$ cat config.mk
export PLATFORM = sky130hd
export DESIGN_NAME = lfsr_symbol_capture
export DESIGN_NICKNAME = d
export VERILOG_FILES = /design/src/rtl/lfsr_capture_pkg.sv /design/src/rtl/sync_2ff.sv /design/src/rtl/lfsr_symbol_capture.sv
export SDC_FILE = /design/constraint.sdc
export NUM_CORES = 1
export LEC_CHECK = 0
export CAP_MARGIN = 25
export CELL_PAD_IN_SITES_DETAIL_PLACEMENT = 0
export CELL_PAD_IN_SITES_GLOBAL_PLACEMENT = 1
export CORE_UTILIZATION = 39
export DETAILED_ROUTE_END_ITERATION = 16
export PLACE_DENSITY = 0.76
export SLEW_MARGIN = 20
export SYNTH_ARGS = -nofsm -noshare
export SYNTH_HDL_FRONTEND = slang
export SYNTH_SLANG_ARGS = --single-unit
$ cat constraint.sdc
create_clock -name clk -period 2 [get_ports clk]
set_clock_uncertainty 0.1 [all_clocks]
set_input_delay 0.3 -clock clk [delete_from_list [all_inputs] [get_ports clk]]
set_output_delay 0.3 -clock clk [all_outputs]
set_load 0.01 [all_outputs]
$ cat src/rtl/lfsr_capture_pkg.sv
`default_nettype none
// ============================================================================
// lfsr_capture_pkg : shared types and helpers for lfsr_symbol_capture
// Revision: 1.0
// ============================================================================
package lfsr_capture_pkg;

    localparam int LFSR_W_DEF = 5;
    localparam int SAT_W      = 64;

    typedef enum logic [0:0] {
        IDLE   = 1'b0,
        SETTLE = 1'b1
    } cap_state_e;

    // Counters narrower than SAT_W are widened by the caller and cast back.
    function automatic logic [SAT_W-1:0] sat_inc(input logic [SAT_W-1:0] value,
                                                 input logic [SAT_W-1:0] max_val);
        if (value >= max_val) begin
            return max_val;
        end
        return value + SAT_W'(1);
    endfunction

endpackage
`default_nettype wire

$ cat src/rtl/sync_2ff.sv
`default_nettype none
// ============================================================================
// sync_2ff : two-flop per-bit synchronizer, asynchronous active-low reset
// Revision: 1.0
// ============================================================================
module sync_2ff
    import lfsr_capture_pkg::*;
#(
    parameter int WIDTH = LFSR_W_DEF
) (
    input  logic             clk,
    input  logic             rst,
    input  logic [WIDTH-1:0] d_i,
    output logic [WIDTH-1:0] q_o
);

    logic [WIDTH-1:0] sync1_q;
    logic [WIDTH-1:0] sync2_q;

    always_ff @(posedge clk or negedge rst) begin
        if (!rst) begin
            sync1_q <= '0;
            sync2_q <= '0;
        end else begin
            sync1_q <= d_i;
            sync2_q <= sync1_q;
        end
    end

    assign q_o = sync2_q;

endmodule
`default_nettype wire

$ cat src/rtl/lfsr_symbol_capture.sv
`default_nettype none
// ============================================================================
// lfsr_symbol_capture : captures each settled slow-LFSR state once as a
// valid/ready symbol, measures symbol period, counts overruns.
// Optional lockup output: define LFSR_LOCKUP_DETECT_EN.
// Revision: 1.0
// ============================================================================
module lfsr_symbol_capture
    import lfsr_capture_pkg::*;
#(
    parameter int LFSR_W        = LFSR_W_DEF,
    parameter int STABLE_CYCLES = 4,
    parameter int PERIOD_W      = 32,
    parameter int OVR_W         = 8
) (
    input  logic                clk,
    input  logic                rst,
    input  logic [LFSR_W-1:0]   lfsr_in,
    input  logic                out_ready,
    output logic                out_valid,
    output logic [LFSR_W-1:0]   out_word,
    output logic                out_bit,
    output logic [PERIOD_W-1:0] out_period,
    output logic [OVR_W-1:0]    overrun_cnt
`ifdef LFSR_LOCKUP_DETECT_EN
    ,
    output logic                lockup
`endif
);

    localparam int                   STAB_W     = $clog2(STABLE_CYCLES + 1);
    localparam logic [STAB_W-1:0]    STAB_MAX   = STAB_W'(STABLE_CYCLES);
    localparam logic [PERIOD_W-1:0]  PERIOD_MAX = '1;
    localparam logic [OVR_W-1:0]     OVR_MAX    = '1;

    logic [LFSR_W-1:0]   sync_word;
    cap_state_e          state_q,      state_d;
    logic [LFSR_W-1:0]   cand_q,       cand_d;
    logic [LFSR_W-1:0]   last_q,       last_d;
    logic [STAB_W-1:0]   stab_q,       stab_d;
    logic [PERIOD_W-1:0] period_cnt_q, period_cnt_d;
    logic [PERIOD_W-1:0] period_q,     period_d;
    logic                valid_q,      valid_d;
    logic [LFSR_W-1:0]   word_q,       word_d;
    logic [OVR_W-1:0]    ovr_q,        ovr_d;
    logic                capture;
    logic                drain;

    sync_2ff #(
        .WIDTH (LFSR_W)
    ) u_sync (
        .clk (clk),
        .rst (rst),
        .d_i (lfsr_in),
        .q_o (sync_word)
    );

    // Any movement of the synchronized word restarts settling, so a skewed
    // multi-bit transition is only captured once every bit has landed.
    always_comb begin
        state_d = state_q;
        cand_d  = cand_q;
        last_d  = last_q;
        stab_d  = stab_q;
        capture = 1'b0;
        case (state_q)
            IDLE: begin
                if (sync_word != last_q) begin
                    cand_d  = sync_word;
                    stab_d  = STAB_W'(1);
                    state_d = SETTLE;
                end
            end
            SETTLE: begin
                if (sync_word != cand_q) begin
                    cand_d = sync_word;
                    stab_d = STAB_W'(1);
                end else if (stab_q < STAB_MAX) begin
                    stab_d = stab_q + STAB_W'(1);
                end else begin
                    capture = 1'b1;
                    last_d  = cand_q;
                    state_d = IDLE;
                end
            end
            default: state_d = IDLE;
        endcase
    end

    always_comb begin
        drain        = valid_q & out_ready;
        valid_d      = valid_q;
        word_d       = word_q;
        ovr_d        = ovr_q;
        period_d     = period_q;
        period_cnt_d = PERIOD_W'(sat_inc(SAT_W'(period_cnt_q), SAT_W'(PERIOD_MAX)));
        if (drain) begin
            valid_d = 1'b0;
        end
        if (capture) begin
            period_d     = period_cnt_q;
            period_cnt_d = PERIOD_W'(1);
            if (!valid_q || drain) begin
                valid_d = 1'b1;
                word_d  = cand_q;
            end else begin
                ovr_d = OVR_W'(sat_inc(SAT_W'(ovr_q), SAT_W'(OVR_MAX)));
            end
        end
    end

    always_ff @(posedge clk or negedge rst) begin
        if (!rst) begin
            state_q      <= IDLE;
            cand_q       <= '0;
            last_q       <= '0;
            stab_q       <= '0;
            period_cnt_q <= '0;
            period_q     <= '0;
            valid_q      <= 1'b0;
            word_q       <= '0;
            ovr_q        <= '0;
        end else begin
            state_q      <= state_d;
            cand_q       <= cand_d;
            last_q       <= last_d;
            stab_q       <= stab_d;
            period_cnt_q <= period_cnt_d;
            period_q     <= period_d;
            valid_q      <= valid_d;
            word_q       <= word_d;
            ovr_q        <= ovr_d;
        end
    end

`ifdef LFSR_LOCKUP_DETECT_EN
    logic lockup_q, lockup_d;

    // A capture always restarts the period counter, so it decides lockup alone.
    always_comb begin
        lockup_d = lockup_q;
        if (period_cnt_q == PERIOD_MAX) begin
            lockup_d = 1'b1;
        end
        if (capture) begin
            lockup_d = (cand_q == '0);
        end
    end

    always_ff @(posedge clk or negedge rst) begin
        if (!rst) begin
            lockup_q <= 1'b0;
        end else begin
            lockup_q <= lockup_d;
        end
    end

    assign lockup = lockup_q;
`endif

    assign out_valid   = valid_q;
    assign out_word    = word_q;
    assign out_bit     = word_q[0];
    assign out_period  = period_q;
    assign overrun_cnt = ovr_q;

endmodule
`default_nettype wire

==> qor.yml <==
timing:
  worst_slew_pin_slew_ns: 0.418
  min_period_ns: 2.03
  clock.fmax_mhz: 493
  final.setup.tns_ns: -0.0596
  final-hold-violation-count: 0
  max_slew_margin: 0.722
  rsz0062_at_grt: "yes"
  setup_viol: 2
  min_period_over_period: 1.02
  worst_slack_ns: -0.0304
  slew_viol_final: 0
setup_path:
  cp-start-kind: "flip-flop"
  crit_type: "flip-flop to flip-flop"
  r2r_slack_ns: -0.03
  critPathRequiredTime_ns: 2.12
  cp-end-kind: "flip-flop"
  arrival_ns: 2.15
  reg2reg_depth: 7
  crit_fanout: 35
floorplan:
  initial_utilization: 0.404
  die_y_um: 109
  rows: 38
  die_area_mm2: 0.0118
  core_area_mm2: 0.0110
  die_w_um: 109
  ios: 55
cts:
  clockRootBuffer: "clkbuf_16"
  numCtsBuffers: 9
  htreeDepth: 3
  clk_pin_slew_ns: 0.07
  clock_path_buffers: 2
  insertion_delay_ns: 0.35
  cts_tree: "done"
  clkSinkCount: 102
final_layout:
  finalInstanceArea_mm2: 0.00574
  final_nets: 513
  final_cells: 647
  area_growth_syn_to_layout_pct: 29.4
  layout-drive-gt1-share: 0.181
  fin_util: 0.523
  antennaDiodeCount: 0
  seqCellArea_mm2: 0.00255
  multi_input_area_mm2: 0.00183
  nFillCells: 1003
grt:
  grt_overflow_total: 0
  track_usage: 0.173
  grt_max_degree: 45
  antenna_found_initial: 0
  grt_pass1_wl_um: 15800
  grt_pass1_vias: 3235
detailed_routing:
  vias_per_cell: 5.02
  routed.top_layer: "met4"
  detail-route-antenna-nets: 0
  met3_length_um: 287
  drt_iter0_drc: 157
  dr_wl_met2_um: 4400
  dr.pass1.iters: 4
  vias: 3251
  drc: 0
  wirelength_um: 9310
  wl_per_cell_um: 14.4
  wl_met1_um: 4530
logic_synthesis:
  yosysSeqAreaShare: 0.575
  syn_nets: 434
  synth_area_leaders: "dfrtp_1, nand2_1, xor2_1"
  syn_area_per_cell_um2: 10.5
  synth-main-ff-cell: "dfrtp_1"
  synth_largest_area_cell: "dfrtp_1"
  yosysWarnings: 0
  async_flop_share: 1.00
  synthesis.area_mm2: 0.00444
  yosysTopAreaCellShare: 0.575
  synth.distinct_cells: 39
  synth_edf_count: 0
  synthCells: 423
  ys_ff_latch: 102
placement:
  hpwl_um: 6180
  portBuffers: 54
  dp.cells: 625
  dpl_cell_area_mm2: 0.00530
  gp_congestion: 0.814
power_and_ir_drop:
  p_per_area_mw_per_mm2: 712
  power_mw: 4.09
  p_leak_nw: 2.68
  peakVddDrop_mv: 0.634
run_status:
  status: "finished with violations"
  violations: "setup timing"
worst_hold_path:
  hp-class: "flip-flop to flip-flop"
  holdPathStages: 0
job:
  max_cap_violations: 0
[cells in the final DEF, fill, tap and decap left out, types with 3 or more instances in the layout]
cell type	synthesis	routed
nor2_1	7	7
inv_1	4	4
xnor2_1	11	11
nand2b_1	3	3
nor3_1	4	3
xor2_1	24	23
clkdlybuf4s50_1	0	53
o21ai_0	6	5
and3_1	4	4
inv_6	0	5
a21oi_2	10	10
nand3_1	19	19
nor4_4	1	4
clkbuf_16	0	10
buf_6	3	3
nand2_1	126	125
buf_4	1	26
dfrtp_1	102	102
and4_1	6	5
mux2_2	15	13
nand4_1	15	15
a21oi_1	22	22
buf_12	0	5
[worst paths after layout]
check                                            start                    endpoint
setup reg to reg                 cand_q[0]$_DFFE_PN0P_  overrun_cnt[0]$_DFFE_PN0P_
min in group asynchronous                          rst       last_q[2]$_DFFE_PN0P_
hold reg to reg            u_sync.sync1_q[4]$_DFF_PN0_     u_sync.q_o[4]$_DFF_PN0_
hold / removal             u_sync.sync1_q[4]$_DFF_PN0_     u_sync.q_o[4]$_DFF_PN0_
max in group asynchronous                          rst  out_period[25]$_DFFE_PN0P_
setup / recovery                 cand_q[0]$_DFFE_PN0P_  overrun_cnt[0]$_DFFE_PN0P_
[state kept, by name (all words and copies together), names as in the netlist]
register and flops:
out_period 32, period_cnt_q 32, overrun_cnt 8, cand_q 5, last_q 5, out_word 5, u_sync.q_o 5, u_sync.sync1_q 5
stab_q 3, out_valid 1, state_q 1
[area by class of cell]
cell class | instances | area share
timing repair buffer | 89 | 0.156
clock inverter | 7 | 0.00937
tap | 140 | 0.0305
multi-input combinational | 296 | 0.318
sequential | 102 | 0.444
inverter | 4 | 0.00261
clock buffer | 9 | 0.0392
[power by group]
part	internal (mW)	total [mW]	leakage (nW)	switching, mW
logic	0.111	0.230	1.17	0.118
registers	2.12	2.19	1.37	0.0710
clock network	0.863	1.67	0.141	0.806
total	3.09	4.09	2.68	0.996
[kinds of logic after synthesis]
family | count (synthesis) | share of synthesized area
flops | 102 | 0.575
compound gates | 47 | 0.0680
xor+xnor | 35 | 0.0691
mux | 15 | 0.0381
buf+inv | 25 | 0.0296
simple gates | 196 | 0.212
fa+ha+maj | 3 | 0.00846
[Yosys cell counts (all sizes together), types with 7 or more instances]
cell,instances
xnor2,11
a21oi,32
mux2,15
dfrtp,102
nand3,21
clkbuf,8
nor2,7
buf,13
nand4,16
nand2,126
xor2,24
[stage by stage]
step	hold WS, ns	setup slack [ns]
2_1_floorplan	-0.0956	0.0310
3_3_place_gp	0.159	-0.0249
3_5_place_dp	0.167	-0.0646
4_1_cts	0.255	-0.0744
5_1_grt	0.256	-0.119
6_report	0.252	-0.0304
[per-layer routing]
metal | up-vias | global-route usage
met4 | 0 | 0.0521
met2 | 56 | 0.276
met1 | 1605 | 0.236
li1 | 1582 | -
met3 | 8 | 0.0383
met5 | - | 0
[worst max-delay path, cell delays in order (launching register included)]
cell,delay [ns]
dfrtp_1,0.41
xor2_2,0.20
nor4_4,0.32
nand4_1,0.17
buf_6,0.18
buf_12,0.17
o31ai_1,0.24
o21ai_0,0.11
[timing repair]
action                     4_1_cts  5_1_grt
pin swaps                        2        7
cloned                           0        1
setup endpoints to repair       26       68
setup buffers                    0        4
hold buffers                     1        0
gates resized for setup          1       20
hold endpoints to repair        28        0
Note: power is estimated with default switching activity, not from simulation.
